$ cat src/rtl/sram_bist_pkg.sv
// rtl/sram_bist_pkg.sv - shared types and March C- element table for the SRAM BIST controller
package sram_bist_pkg;

    typedef enum logic [1:0] {
        ST_IDLE   = 2'd0,
        ST_RUN    = 2'd1,
        ST_DRAIN  = 2'd2,
        ST_FINISH = 2'd3
    } state_e;

    typedef logic [2:0] elem_t;

    localparam elem_t ELEM_LAST = 3'd5;

    typedef struct packed {
        logic dir_up;
        logic rd_en;
        logic rd_val;
        logic wr_en;
        logic wr_val;
    } elem_cfg_t;

    // Entries 6 and 7 are never reached; they pad the table to the index width.
    localparam elem_cfg_t ELEM_TABLE [8] = '{
        '{1'b1, 1'b0, 1'b0, 1'b1, 1'b0},
        '{1'b1, 1'b1, 1'b0, 1'b1, 1'b1},
        '{1'b1, 1'b1, 1'b1, 1'b1, 1'b0},
        '{1'b0, 1'b1, 1'b0, 1'b1, 1'b1},
        '{1'b0, 1'b1, 1'b1, 1'b1, 1'b0},
        '{1'b1, 1'b1, 1'b0, 1'b0, 1'b0},
        '{1'b0, 1'b0, 1'b0, 1'b0, 1'b0},
        '{1'b0, 1'b0, 1'b0, 1'b0, 1'b0}
    };

endpackage

$ cat src/rtl/sram_bist_addr_gen.sv
// rtl/sram_bist_addr_gen.sv - loadable up/down address counter with end-of-range flag
module sram_bist_addr_gen #(
    parameter int P_ADDR_WIDTH = 9
) (
    input  logic                    clk,
    input  logic                    rst_n,
    input  logic                    load,
    input  logic [P_ADDR_WIDTH-1:0] load_val,
    input  logic                    step,
    input  logic                    dir_up,
    output logic [P_ADDR_WIDTH-1:0] addr,
    output logic                    at_end
);

    localparam logic [P_ADDR_WIDTH-1:0] ADDR_ONE = {{(P_ADDR_WIDTH-1){1'b0}}, 1'b1};
    localparam logic [P_ADDR_WIDTH-1:0] ADDR_MAX = '1;

    logic [P_ADDR_WIDTH-1:0] addr_q, addr_d;

    always_comb begin
        addr_d = addr_q;
        if (load) begin
            addr_d = load_val;
        end else if (step) begin
            addr_d = dir_up ? (addr_q + ADDR_ONE) : (addr_q - ADDR_ONE);
        end
    end

    always_ff @(posedge clk or negedge rst_n) begin
        if (!rst_n) begin
            addr_q <= '0;
        end else begin
            addr_q <= addr_d;
        end
    end

    assign addr   = addr_q;
    assign at_end = dir_up ? (addr_q == ADDR_MAX) : (addr_q == '0);

endmodule

$ cat src/rtl/sram_2p_bist_ctrl.sv
// rtl/sram_2p_bist_ctrl.sv - March C- BIST controller for one port of a 2-port SRAM
// First-failure capture outputs FAIL_ADDR/FAIL_ELEM exist only with SRAM_BIST_FAIL_CAPTURE_EN.
module sram_2p_bist_ctrl
    import sram_bist_pkg::*;
#(
    parameter int P_DATA_WIDTH = 20,
    parameter int P_ADDR_WIDTH = 9
) (
    input  logic                    CLK,
    input  logic                    RST_N,
    input  logic                    START,
    output logic                    BUSY,
    output logic                    DONE,
    output logic                    FAIL,
    output logic                    BIST_EN,
    output logic [P_ADDR_WIDTH-1:0] BIST_ADDR,
    output logic [P_DATA_WIDTH-1:0] BIST_DIN,
    output logic [P_DATA_WIDTH-1:0] BIST_BM,
    output logic                    BIST_MEN,
    output logic                    BIST_WEN,
    output logic                    BIST_REN,
    input  logic [P_DATA_WIDTH-1:0] BIST_DOUT
`ifdef SRAM_BIST_FAIL_CAPTURE_EN
    ,
    output logic [P_ADDR_WIDTH-1:0] FAIL_ADDR,
    output logic [2:0]              FAIL_ELEM
`endif
);

    localparam int P_ADDR_COUNT = 2 ** P_ADDR_WIDTH;
    localparam logic [P_ADDR_WIDTH-1:0] ADDR_LAST = P_ADDR_WIDTH'(P_ADDR_COUNT - 1);

    state_e state_q, state_d;
    elem_t  elem_q, elem_d;
    logic   phase_q, phase_d;
    logic   drain_q, drain_d;
    logic   busy_q, busy_d;
    logic   done_q, done_d;
    logic   fail_q, fail_d;
    logic   men_q, men_d;
    logic   wen_q, wen_d;
    logic   ren_q, ren_d;
    logic [P_DATA_WIDTH-1:0] din_q, din_d;
    logic [P_DATA_WIDTH-1:0] bm_q, bm_d;
    logic [1:0] rd_vld_q, rd_vld_d;
    logic [1:0] rd_exp_q, rd_exp_d;

    logic start_acc;
    logic mismatch;
    logic nx_valid;
    logic nx_wr;
    logic ag_load;
    logic ag_step;
    logic ag_dir_up;
    logic ag_at_end;
    logic [P_ADDR_WIDTH-1:0] ag_load_val;
    logic [P_ADDR_WIDTH-1:0] ag_addr;

    assign start_acc = START && ((state_q == ST_IDLE) || (state_q == ST_FINISH));
    assign mismatch  = rd_vld_q[1] && (BIST_DOUT != {P_DATA_WIDTH{rd_exp_q[1]}});
    assign ag_dir_up = ELEM_TABLE[elem_q].dir_up;

    sram_bist_addr_gen #(
        .P_ADDR_WIDTH(P_ADDR_WIDTH)
    ) u_addr_gen (
        .clk      (CLK),
        .rst_n    (RST_N),
        .load     (ag_load),
        .load_val (ag_load_val),
        .step     (ag_step),
        .dir_up   (ag_dir_up),
        .addr     (ag_addr),
        .at_end   (ag_at_end)
    );

    // elem_q/phase_q/addr describe the operation currently on the BIST_* flops;
    // the *_d values describe the one launched at the next edge.
    always_comb begin
        state_d     = state_q;
        elem_d      = elem_q;
        phase_d     = phase_q;
        drain_d     = drain_q;
        busy_d      = busy_q;
        done_d      = done_q;
        fail_d      = fail_q | mismatch;
        ag_load     = 1'b0;
        ag_load_val = '0;
        ag_step     = 1'b0;
        nx_valid    = 1'b0;

        if (start_acc) begin
            state_d  = ST_RUN;
            elem_d   = '0;
            phase_d  = 1'b0;
            ag_load  = 1'b1;
            busy_d   = 1'b1;
            done_d   = 1'b0;
            fail_d   = 1'b0;
            nx_valid = 1'b1;
        end else begin
            case (state_q)
                ST_RUN: begin
                    if (ELEM_TABLE[elem_q].rd_en && ELEM_TABLE[elem_q].wr_en && !phase_q) begin
                        phase_d  = 1'b1;
                        nx_valid = 1'b1;
                    end else begin
                        phase_d = 1'b0;
                        if (!ag_at_end) begin
                            ag_step  = 1'b1;
                            nx_valid = 1'b1;
                        end else if (elem_q == ELEM_LAST) begin
                            state_d = ST_DRAIN;
                            drain_d = 1'b0;
                        end else begin
                            elem_d      = elem_q + 3'd1;
                            ag_load     = 1'b1;
                            ag_load_val = ELEM_TABLE[elem_d].dir_up ? '0 : ADDR_LAST;
                            nx_valid    = 1'b1;
                        end
                    end
                end
                ST_DRAIN: begin
                    if (drain_q) begin
                        state_d = ST_FINISH;
                        busy_d  = 1'b0;
                        done_d  = 1'b1;
                    end else begin
                        drain_d = 1'b1;
                    end
                end
                default: ;
            endcase
        end

        nx_wr    = phase_d | ~ELEM_TABLE[elem_d].rd_en;
        men_d    = nx_valid;
        wen_d    = nx_valid & nx_wr;
        ren_d    = nx_valid & ~nx_wr;
        din_d    = (wen_d && ELEM_TABLE[elem_d].wr_val) ? '1 : '0;
        bm_d     = nx_valid ? '1 : '0;
        rd_vld_d = {rd_vld_q[0], ren_d};
        rd_exp_d = {rd_exp_q[0], ren_d & ELEM_TABLE[elem_d].rd_val};
    end

    always_ff @(posedge CLK or negedge RST_N) begin
        if (!RST_N) begin
            state_q  <= ST_IDLE;
            elem_q   <= '0;
            phase_q  <= 1'b0;
            drain_q  <= 1'b0;
            busy_q   <= 1'b0;
            done_q   <= 1'b0;
            fail_q   <= 1'b0;
            men_q    <= 1'b0;
            wen_q    <= 1'b0;
            ren_q    <= 1'b0;
            din_q    <= '0;
            bm_q     <= '0;
            rd_vld_q <= '0;
            rd_exp_q <= '0;
        end else begin
            state_q  <= state_d;
            elem_q   <= elem_d;
            phase_q  <= phase_d;
            drain_q  <= drain_d;
            busy_q   <= busy_d;
            done_q   <= done_d;
            fail_q   <= fail_d;
            men_q    <= men_d;
            wen_q    <= wen_d;
            ren_q    <= ren_d;
            din_q    <= din_d;
            bm_q     <= bm_d;
            rd_vld_q <= rd_vld_d;
            rd_exp_q <= rd_exp_d;
        end
    end

`ifdef SRAM_BIST_FAIL_CAPTURE_EN
    logic [P_ADDR_WIDTH-1:0] cap_addr_q, cap_addr_d;
    elem_t                   cap_elem_q, cap_elem_d;
    logic [P_ADDR_WIDTH-1:0] fail_addr_q, fail_addr_d;
    elem_t                   fail_elem_q, fail_elem_d;

    // cap_* lags the issued operation by one edge so it lines up with rd_vld_q[1].
    always_comb begin
        cap_addr_d  = ag_addr;
        cap_elem_d  = elem_q;
        fail_addr_d = fail_addr_q;
        fail_elem_d = fail_elem_q;
        if (start_acc) begin
            fail_addr_d = '0;
            fail_elem_d = '0;
        end else if (mismatch && !fail_q) begin
            fail_addr_d = cap_addr_q;
            fail_elem_d = cap_elem_q;
        end
    end

    always_ff @(posedge CLK or negedge RST_N) begin
        if (!RST_N) begin
            cap_addr_q  <= '0;
            cap_elem_q  <= '0;
            fail_addr_q <= '0;
            fail_elem_q <= '0;
        end else begin
            cap_addr_q  <= cap_addr_d;
            cap_elem_q  <= cap_elem_d;
            fail_addr_q <= fail_addr_d;
            fail_elem_q <= fail_elem_d;
        end
    end

    assign FAIL_ADDR = fail_addr_q;
    assign FAIL_ELEM = fail_elem_q;
`endif

    assign BUSY      = busy_q;
    assign BIST_EN   = busy_q;
    assign DONE      = done_q;
    assign FAIL      = fail_q;
    assign BIST_ADDR = ag_addr;
    assign BIST_DIN  = din_q;
    assign BIST_BM   = bm_q;
    assign BIST_MEN  = men_q;
    assign BIST_WEN  = wen_q;
    assign BIST_REN  = ren_q;

endmodule
$ cat config.mk
export PLATFORM = sky130hd
export DESIGN_NAME = sram_2p_bist_ctrl
export DESIGN_NICKNAME = d
export VERILOG_FILES = /design/src/rtl/sram_bist_pkg.sv /design/src/rtl/sram_bist_addr_gen.sv /design/src/rtl/sram_2p_bist_ctrl.sv
export SDC_FILE = /design/constraint.sdc
export NUM_CORES = 1
export LEC_CHECK = 0
export ABC_AREA = 1
export ABC_CLOCK_PERIOD_IN_PS = 2760
export CAP_MARGIN = 40
export CORE_ASPECT_RATIO = 0.5
export CORE_MARGIN = 5
export CORE_UTILIZATION = 64
export CTS_BUF_LIST = sky130_fd_sc_hd__clkbuf_16
export CTS_CLUSTER_SIZE = 8
export DETAILED_ROUTE_END_ITERATION = 10
export DONT_BUFFER_PORTS = 1
export GPL_TIMING_DRIVEN = 0
export PLACE_DENSITY = 0.88
export SLEW_MARGIN = 20
export SYNTH_ARGS = -nofsm -noshare
export SYNTH_HDL_FRONTEND = slang
export SYNTH_SLANG_ARGS = --single-unit
$ cat constraint.sdc
create_clock -name CLK -period 2.76 [get_ports CLK]
set_clock_uncertainty 0.15 [all_clocks]
set_input_delay 0.276 -clock CLK [delete_from_list [all_inputs] [get_ports CLK]]
set_output_delay 0.276 -clock CLK [all_outputs]
set_load 0.03 [all_outputs]
==> results.py <==
metrics = {
    "cts": {
        "cts_buffer_depth": 2,
        "postCtsSetupBuffers": 0,
        "root_buffer": "clkbuf_16",
        "cts_max_level": 1,
        "cts_buffers": 3,
        "cts.clk_slew.worst_paths_ns": 0.06,
        "clkLatencyLatePin_ns": 0.26,
        "clkSinkCount": 26,
        "tritoncts": "done",
    },
    "placed_design": {
        "io_buffer_count": 0,
        "dp_slack_ns": 0.255,
        "gp_congestion": 0.835,
        "hpwl_um": 3700,
        "dpl-instance-area_um2": 2170,
        "place_inst": 313,
    },
    "die": {
        "core_region_area_um2": 3080,
        "die_y_um": 50.7,
        "start_util": 0.686,
        "rows": 14,
        "die_area_um2": 4630,
        "die_w_um": 91.3,
        "pin_count": 79,
    },
    "worst_setup_path": {
        "critPathCaptureType": "flop",
        "critPathLaunchType": "flop",
        "worstPathArrival_ns": 2.53,
        "timing.rr.start": "elem_q[1]",
        "required_ns": 2.76,
        "crit_fanout": 9,
        "reg2reg_depth": 14,
        "worstSetupPathType": "flop to flop",
        "crit_end": "u_addr_gen.addr[6]",
        "r2r_end": "u_addr_gen.addr[6]",
        "r2r_setup_slack_ns": 0.22,
        "worstSetupStartpoint": "elem_q[1]",
    },
    "grt": {
        "grt_usage": 0.207,
        "grt-ovfl-total": 0,
        "grt_max_degree": 27,
        "grt_pass1_vias": 1761,
        "grt_first_pass_wirelength_um": 7930,
        "antenna_found_initial": 0,
    },
    "yosys": {
        "synth_top_cell_by_area": "dfrtp_1",
        "seq_area_frac_synth": 0.308,
        "synth_cell_types": 30,
        "ys_ff_latch": 26,
        "synthTopCellsByArea": "dfrtp_1 31%, buf_4 14%, nand2_1 8.5%",
        "synthCells": 273,
        "syn-num-nets": 309,
        "synth_top_area_share": 0.308,
        "avgSynthCellArea_um2": 7.75,
        "synth_warnings": 0,
        "synth_area_um2": 2120,
    },
    "power": {
        "ir_worst_vdd_mv": 1.42,
        "leakagePower_nw": 1.21,
        "powerDensity_nw_per_um2": 1390,
    },
    "cells_and_area": {
        "fillers": 231,
        "layout_commonest_cell": "nand2_1",
        "instances_no_fill": 319,
        "drive_above_1_share": 0.254,
        "antenna_cells": 0,
        "syn_to_final_growth_pct": 8.40,
        "final_cell_mix": "48 x nand2_1, 40 x buf_4, 26 x dfrtp_1, 26 x inv_1, 24 x a21oi_1",
        "fin_area_um2": 2290,
        "finalNetCount": 317,
    },
    "routing": {
        "first_pass_iters": 5,
        "vias": 1777,
        "wl_per_cell_um": 15.0,
        "drt-initial-drc-count": 91,
        "viasPerCell": 5.57,
        "routed_wl_um": 4770,
        "drt_drc_violations_left": 0,
        "drtAntennaViolNets": 0,
    },
    "outcome": {
        "outcome": "finished clean",
    },
    "sta": {
        "slew_violations": 0,
        "rsz0062_at_grt": "false",
        "setup_viol": 0,
        "finalCriticalPeriod_ns": 2.54,
        "layout_setup_ws_ns": 0.224,
        "fin_setup_tns_ns": 0,
        "maxSlewHeadroom": 0.490,
        "fmax_mhz": 394,
        "min_period_over_period": 0.919,
        "tightest_slew_ns": 0.765,
        "hold_viol_final": 0,
    },
    "flow_run": {
        "drv_cap": 0,
    },
    "hold_path": {
        "min-delay-path-class": "primary input to flop",
    },
}
stage by stage:
step	hold slack [ns]	utilization	power (mW)
CTS	0.162	0.737	3.17
global placement	-0.169	0.703	2.78
finish	0.164	0.744	3.19
global route	0.175	0.744	3.42
floorplan	-0.170	-	2.57
detailed placement	-0.169	0.703	2.84
worst min-delay path by stage:
stage                       start  cells past startpoint                 end
CTS                         START                      3                FAIL
detailed placement          RST_N                      0  u_addr_gen.addr[6]
floorplan                   RST_N                      0         BIST_BM[18]
global placement            RST_N                      0  u_addr_gen.addr[6]
global route                START                      3                FAIL
finish              BIST_DOUT[17]                      4                FAIL
report_power, final:
group          total (mW)  internal, mW  switching, mW  leakage, nW
registers           0.886         0.525          0.361        0.323
clock network       0.316         0.192          0.124       0.0370
logic                1.99         0.706           1.28        0.848
total                3.19          1.42           1.77         1.21
Yosys cell counts, drive strengths merged:
cell and number:
nand4 10, o22ai 1, nor2 24, ha 12, buf 42, xor2 4, fa 1, nor4 4
xnor2 2, nand2 51, nor3 7, o21ai 14, or2 1, inv 30, a21oi 28, dfrtp 26
o21a 1, nand3 15
metal layers:
layer  up-vias  GRT usage  routed length (um)  share of wire
met5         -          0                   0              0
met4         0     0.0585                  53          0.011
met3         7     0.0687                 460          0.096
met2        83      0.392                2480           0.52
met1       816      0.223                1780           0.37
li1        871          -                   -              -
registers in the layout (all words and copies together) (netlist names):
| signal | cells |
|---|---|
| BIST_DIN | 1 |
| BIST_EN | 1 |
| drain_q | 1 |
| rd_vld_q | 2 |
| FAIL | 1 |
| phase_q | 1 |
| BIST_WEN | 1 |
| state_q | 2 |
| rd_exp_q | 2 |
| u_addr_gen.addr | 9 |
| BIST_BM | 1 |
| elem_q | 3 |
| DONE | 1 |
cell families after synthesis:
kind of cell,synth area share
fa+ha+maj,0.0804
compound gates,0.125
simple gates,0.255
buf+inv,0.207
xor+xnor,0.0248
flops,0.308
critical path, cell delays in order (launching register included):
cell     delay (ns)
dfrtp_1        0.42
inv_1          0.16
nand2_1        0.12
o21ai_4        0.12
inv_2          0.15
ha_1           0.37
nand2_1        0.06
o21ai_0        0.30
nand2_1        0.12
nand2_1        0.08
nand2_1        0.05
nand2_1        0.09
a21oi_2        0.06
o21ai_1        0.09
a21oi_1        0.08
area by class of cell:
| type | count | area [um^2] | area share |
|---|---|---|---|
| multi-input cells | 175 | 1030 | 0.451 |
| flip-flops and latches | 26 | 651 | 0.284 |
| clock buffers | 3 | 75.1 | 0.0327 |
| repair buffers | 3 | 45.0 | 0.0196 |
| well taps | 40 | 50.0 | 0.0218 |
| plain buffers | 42 | 323 | 0.141 |
| inverters | 30 | 115 | 0.0502 |
what timing repair did:
action	in CTS	in global routing
setup endpoints to repair	0	2
hold endpoints to repair	26	0
resized for setup	0	1
hold buffers	2	0
No activity file was read; power rests on OpenSTA's default activity.
